===== src/rtl/mult_wb_buffer.sv =====
// Two-entry writeback FIFO between the multiplier and the register-file write port.
// It also forwards results that are not yet written back and counts writeback stall cycles.
module mult_wb_buffer #(
    parameter int DATA_W = 32,
    parameter int ADDR_W = 6,
    parameter int CNT_W  = 16
) (
    input  logic              clk,
    input  logic              rst,
    input  logic              mult_valid_i,
    input  logic              mult_multicycle_i,
    input  logic [DATA_W-1:0] mult_result_i,
    input  logic [ADDR_W-1:0] mult_waddr_i,
    output logic              ex_ready_o,
    output logic              wb_valid_o,
    input  logic              wb_ready_i,
    output logic [ADDR_W-1:0] wb_waddr_o,
    output logic [DATA_W-1:0] wb_wdata_o,
    input  logic              flush_i,
    input  logic [ADDR_W-1:0] fwd_addr_i,
    output logic              fwd_hit_o,
    output logic [DATA_W-1:0] fwd_data_o,
    output logic [1:0]        count_o,
    output logic [CNT_W-1:0]  stall_cnt_o
);

    logic [DATA_W-1:0] data_q [2];
    logic [DATA_W-1:0] data_d [2];
    logic [ADDR_W-1:0] addr_q [2];
    logic [ADDR_W-1:0] addr_d [2];
    logic              rd_ptr_q, rd_ptr_d;
    logic              wr_ptr_q, wr_ptr_d;
    logic [1:0]        count_q, count_d;
    logic [CNT_W-1:0]  stall_q, stall_d;
    logic              push, pop;
    logic              young;

    assign ex_ready_o  = (count_q != 2'd2) & ~flush_i;
    assign wb_valid_o  = (count_q != 2'd0);
    assign wb_waddr_o  = addr_q[rd_ptr_q];
    assign wb_wdata_o  = data_q[rd_ptr_q];
    assign count_o     = count_q;
    assign stall_cnt_o = stall_q;

    // MULH partials arrive with multicycle set and must never enter the FIFO.
    assign push  = mult_valid_i & ~mult_multicycle_i & ex_ready_o;
    assign pop   = wb_valid_o & wb_ready_i & ~flush_i;
    assign young = ~wr_ptr_q;

    always_comb begin
        data_d   = data_q;
        addr_d   = addr_q;
        rd_ptr_d = rd_ptr_q;
        wr_ptr_d = wr_ptr_q;
        count_d  = count_q;
        stall_d  = stall_q;
        if (wb_valid_o && !wb_ready_i && stall_q != '1) begin
            stall_d = stall_q + 1'b1;
        end
        if (flush_i) begin
            rd_ptr_d = 1'b0;
            wr_ptr_d = 1'b0;
            count_d  = 2'd0;
        end else begin
            if (push) begin
                data_d[wr_ptr_q] = mult_result_i;
                addr_d[wr_ptr_q] = mult_waddr_i;
                wr_ptr_d         = ~wr_ptr_q;
            end
            if (pop) begin
                rd_ptr_d = ~rd_ptr_q;
            end
            if (push && !pop) begin
                count_d = count_q + 2'd1;
            end else if (pop && !push) begin
                count_d = count_q - 2'd1;
            end
        end
    end

    // Youngest entry (wr_ptr-1) is checked last so it wins over the head.
    always_comb begin
        fwd_hit_o  = 1'b0;
        fwd_data_o = '0;
        if (fwd_addr_i != '0 && count_q != 2'd0) begin
            if (addr_q[rd_ptr_q] == fwd_addr_i) begin
                fwd_hit_o  = 1'b1;
                fwd_data_o = data_q[rd_ptr_q];
            end
            if (addr_q[young] == fwd_addr_i) begin
                fwd_hit_o  = 1'b1;
                fwd_data_o = data_q[young];
            end
        end
    end

    always_ff @(posedge clk or posedge rst) begin
        if (rst) begin
            data_q[0] <= '0;
            data_q[1] <= '0;
            addr_q[0] <= '0;
            addr_q[1] <= '0;
            rd_ptr_q  <= 1'b0;
            wr_ptr_q  <= 1'b0;
            count_q   <= 2'd0;
            stall_q   <= '0;
        end else begin
            data_q    <= data_d;
            addr_q    <= addr_d;
            rd_ptr_q  <= rd_ptr_d;
            wr_ptr_q  <= wr_ptr_d;
            count_q   <= count_d;
            stall_q   <= stall_d;
        end
    end

endmodule


===== config.mk =====
export PLATFORM = sky130hd
export DESIGN_NAME = mult_wb_buffer
export DESIGN_NICKNAME = d
export VERILOG_FILES = /design/src/rtl/mult_wb_buffer.sv
export SDC_FILE = /design/constraint.sdc
export NUM_CORES = 1
export LEC_CHECK = 0
export CAP_MARGIN = 5
export CORE_MARGIN = 2
export CORE_UTILIZATION = 41
export CTS_BUF_LIST = sky130_fd_sc_hd__clkbuf_8
export CTS_CLUSTER_DIAMETER = 80
export DETAILED_ROUTE_END_ITERATION = 6
export PLACE_DENSITY = 0.73
export SLEW_MARGIN = 10
export SYNTH_ARGS = -nofsm -noshare
export SYNTH_HDL_FRONTEND = slang
export SYNTH_SLANG_ARGS = --single-unit

===== constraint.sdc =====
create_clock -name clk -period 3.84 [get_ports clk]
set_input_delay 0.768 -clock clk [delete_from_list [all_inputs] [get_ports clk]]
set_output_delay 0.768 -clock clk [all_outputs]
set_load 0.01 [all_outputs]

* Word-level counts from Yosys, hierarchy flattened
Cells that the tools add are included.
Operators by class: $add $sub $neg 3, $lt $le $gt $ge 4, equal/unequal tests 4, muxes and demuxes 31, bitwise operators 12, reduce and logical (&&, ||, !) cells 15
Operators with widths (count):
- two-way mux 32 bit | 10
- bitwise mux 64 bit | 1
- two-way mux 6 bit | 7
- demux 32 bit (select 1 bit) | 1
- adder 16 x 1 -> 16 bit (second input constant) | 1
- != test 16 bit (second input constant) | 1
- bitwise mux 12 bit | 1
- equality test 6 bit | 2
- two-way mux 1 bit | 7
- demux 6 bit (select 1 bit) | 1
- >= comparator 2 bit (second input constant) | 3
- logical AND 1 bit | 6
- two-way mux 2 bit | 3
- inverter 1 -> 2 bit | 3
- nonzero test 2 bit | 3
- nonzero test 6 bit | 1
- bitwise AND 1 bit | 5
- inverter 1 bit | 4
- logical NOT 1 bit | 3
- nonzero test 3 bit | 1
- adder 2 x 1 -> 2 bit (second input constant) | 1
- less-than comparator 2 x 1 -> 1 bit (second input constant) | 1
- != test 2 bit (second input constant) | 1
- AND reduction 2 bit | 1
- subtractor 2 x 1 -> 2 bit (second input constant) | 1
Word-level totals: flip-flop bits (word level) 96, input port bits 50, output and inout port bits 91, logic and storage cells 77

* Depth between registers and ports, before layout
depth after elaboration 8, depth in mapped cells 9, mapped depth without buffers 6

* Worst setup path after synthesis
OpenSTA, ideal clock, no wires.
kind input port to output port, start input fwd_addr_i[0], end output fwd_data_o[0], data arrival time 2.061 ns, data required time 3.072 ns, setup slack 1.011 ns, cell stages on the path 6, buffers on the path 2, path through or4_1 -> o31a_1 -> clkbuf_1 -> clkbuf_1 -> nand4_1 -> o31ai_1
Between the ends: word-level cells in the longest chain between the ends 4, elaborated cells between the ends (all ways) 7, those cells by class eq/ne (2); mux (3); reduce/logical (2)
Ends and longest elaborated chain:
- start: declaration | RTL line 20 | input logic [ADDR_W-1:0] fwd_addr_i,
- equality test 6 bit | RTL line 86 | if (addr_q[rd_ptr_q] == fwd_addr_i) begin
- two-way mux 32 bit | RTL line 86
- two-way mux 32 bit | RTL line 90 | if (addr_q[young] == fwd_addr_i) begin
- two-way mux 32 bit * | RTL line 85 | if (fwd_addr_i != '0 && count_q != 2'd0) begin
- end: declaration | RTL line 22 | output logic [DATA_W-1:0] fwd_data_o,
Mark *: on every way between the ends. The rest lies on a longest branch, timed or not.

* Worst setup path after layout
start input fwd_addr_i[5], end output fwd_data_o[14]
The elaborated chain is that of the path after synthesis.

==> results.toml <==
[run_status]
status = "complete, no violations"

[worst_setup_path]
cp-start-kind = "primary input"
cp.required_ns = 3.07
path_max_fanout = 32
crit_type = "primary input to output port"
crit_arrival_ns = 3.01
end_kind = "output port"

[sta]
skew_ns = 0.0131
finalCritPeriodShare = 0.984
period_minus_slack_ns = 3.78
hold_violations = 0
tightestPinTransition_ns = 0.805
drv_slew = 0
fin_ws_ns = 0.0616
finalSetupViolCount = 0
fmax_mhz = 265
final.setup.tns_ns = 0
max_slew_margin = 0.463

[place]
gp_congestion = 0.785
hpwl_um = 10500
post-place-ws_ns = 0.0414
port_buffers = 140
dpl_cell_area_um2 = 7290

[synthesis]
synth_edf_count = 0
synth_area_um2 = 5640
synth_warnings = 0
synth_cell_type_count = 39
postSynthCellCount = 486
synth_fp_nets = 537
ys.flop_type = "dfrtp_1"
synthArstFlopShare = 1.00
avgSynthCellArea_um2 = 11.6
ys_seq_elements = 96
yosysSeqAreaShare = 0.426

[worst_hold_path]
min_path_type = "flop to flop"

[clock_tree]
root_buffer = "clkbuf_8"
clk_latency_ns = 0.37
hold_buffers = 0
ctsHtreeMaxLevel = 3
cts_tree = "done"
cts.sinks = 96
cts_buffer_depth = 2
cts_buffers = 9
clk_pin_slew_worst_paths_ns = 0.08

[floorplanning]
dieArea_um2 = 14700
rows = 42
die_h_um = 121
io_pins = 141
coreArea_um2 = 13300
die_x_um = 121
initial_core_util = 0.423

[global_route]
grt_usage = 0.212
first_global_vias = 4709
grt_max_degree = 63
antenna_found_initial = 0
grt_pass1_wl_um = 24400
grt_overflow = 0

[cells_and_area]
antenna_cells = 0
syn_to_final_growth_pct = 33.1
multi_input_area_um2 = 3050
finalNetCount = 671
finalInstanceArea_um2 = 7510
seqCellArea_um2 = 2400
fillCellCount = 1170
drive_above_1_share = 0.322

[pwr]
p_per_area_nw_per_um2 = 439
leakagePower_nw = 2.96
vdd_drop_max_mv = 0.336
total_power_mw = 3.30

[route]
firstDrtPassIters = 7
remaining_drc_errors = 0
routed_via_density = 5.69
wire_per_inst_um = 19.2
dr.first_iter.drc_count = 309
vias = 4549
antenna_left = 0
totalWireLength_um = 15300

[run]
maxCapViolCount = 0
[what timing repair did]
| action | CTS | global route |
|---|---|---|
| resized for setup | 0 | 8 |
| endpoints found under the setup margin | 0 | 16 |
| setup buffers | 0 | 2 |
[stage by stage]
stage,util,hold WS [ns],cells
after floorplan,-,0.493,486
after global placement,0.546,0.480,783
after detailed placement,0.546,0.497,783
after CTS,0.559,0.514,798
after global routing,0.563,0.551,800
final,0.563,0.519,800
[routing by layer]
| layer | track usage | share of wire |
|---|---|---|
| met3 | 0.0522 | 0.063 |
| met1 | 0.268 | 0.42 |
| met5 | 0 | 0 |
| met2 | 0.356 | 0.50 |
| met4 | 0.0697 | 0.017 |
[power breakdown]
part           switching, mW  internal [mW]  total, mW
sequential             0.169           1.23       1.40
combinational          0.581          0.710       1.29
clock                  0.346          0.263      0.609
total                   1.10           2.20       3.30
[cell usage after synthesis (all sizes together) (6+ instances only)]
library cell / count / area, um2
mux2: 146 / 1660
o2111ai: 6 / 52.6
o31ai: 26 / 195
xor2: 18 / 165
mux2i: 8 / 80.1
dfrtp: 96 / 2400
nand2: 9 / 36.3
xnor2: 10 / 87.6
buf: 25 / 163
clkbuf: 13 / 48.8
nand4: 31 / 200
a21oi: 10 / 50.1
nor2: 19 / 93.8
nand3: 37 / 185
[cell families after synthesis]
family	count (synthesis)	synth area share
muxes	154	0.308
AOI/OAI and AO/OA	51	0.0648
adders and majority gates	1	0.00222
DFF	96	0.426
and+or+nand+nor	113	0.113
buffers and inverters	43	0.0408
xor gates and xnor gates	28	0.0448
[placed cells by master, fill, tap and decap left out, types with 11 or more instances in the layout]
cell             count
mux2_2             142
clkdlybuf4s50_1    136
dfrtp_1             94
nand3_1             37
nand4_1             30
o31ai_1             25
xor2_1              15
nor2_1              15
buf_4               15
clkbuf_8            11
[final timing paths]
kind | startpoint | end | slack (ns) | cells after the start
hold / removal | stall_cnt_o[7] | stall_cnt_o[7] | 0.52 | 1
setup reg to reg | wr_ptr_q | data_q[12] | 1.51 | 4
hold reg to reg | stall_cnt_o[7] | stall_cnt_o[7] | 0.52 | 1
setup / recovery | fwd_addr_i[5] | fwd_data_o[14] | 0.06 | 7
max in group asynchronous | rst | data_q[40] | 2.16 | 3
min in group asynchronous | rst | data_q[24] | 0.90 | 2
[critical path: stages]
cell and delay [ns]:
clkdlybuf4s50_1 0.62, xor2_2 0.21, and4_1 0.26, buf_12 0.21, nand3_1 0.10, a21oi_1 0.24
clkdlybuf4s50_1 0.58
[flip-flops by register name, summed over array words and instances, names as in the netlist]
signal       flops
rd_ptr_q         1
stall_cnt_o     16
addr_q          12
data_q          64
count_o          2
wr_ptr_q         1
[final cells by class]
type	count	area share
clock inverters	4	0.00267
multi-input cells	347	0.406
well taps	176	0.0293
repair buffers	161	0.219
flip-flops and latches	96	0.320
clock buffers	11	0.0202
inverters	5	0.00283
Note: power is estimated with default switching activity, not from simulation.
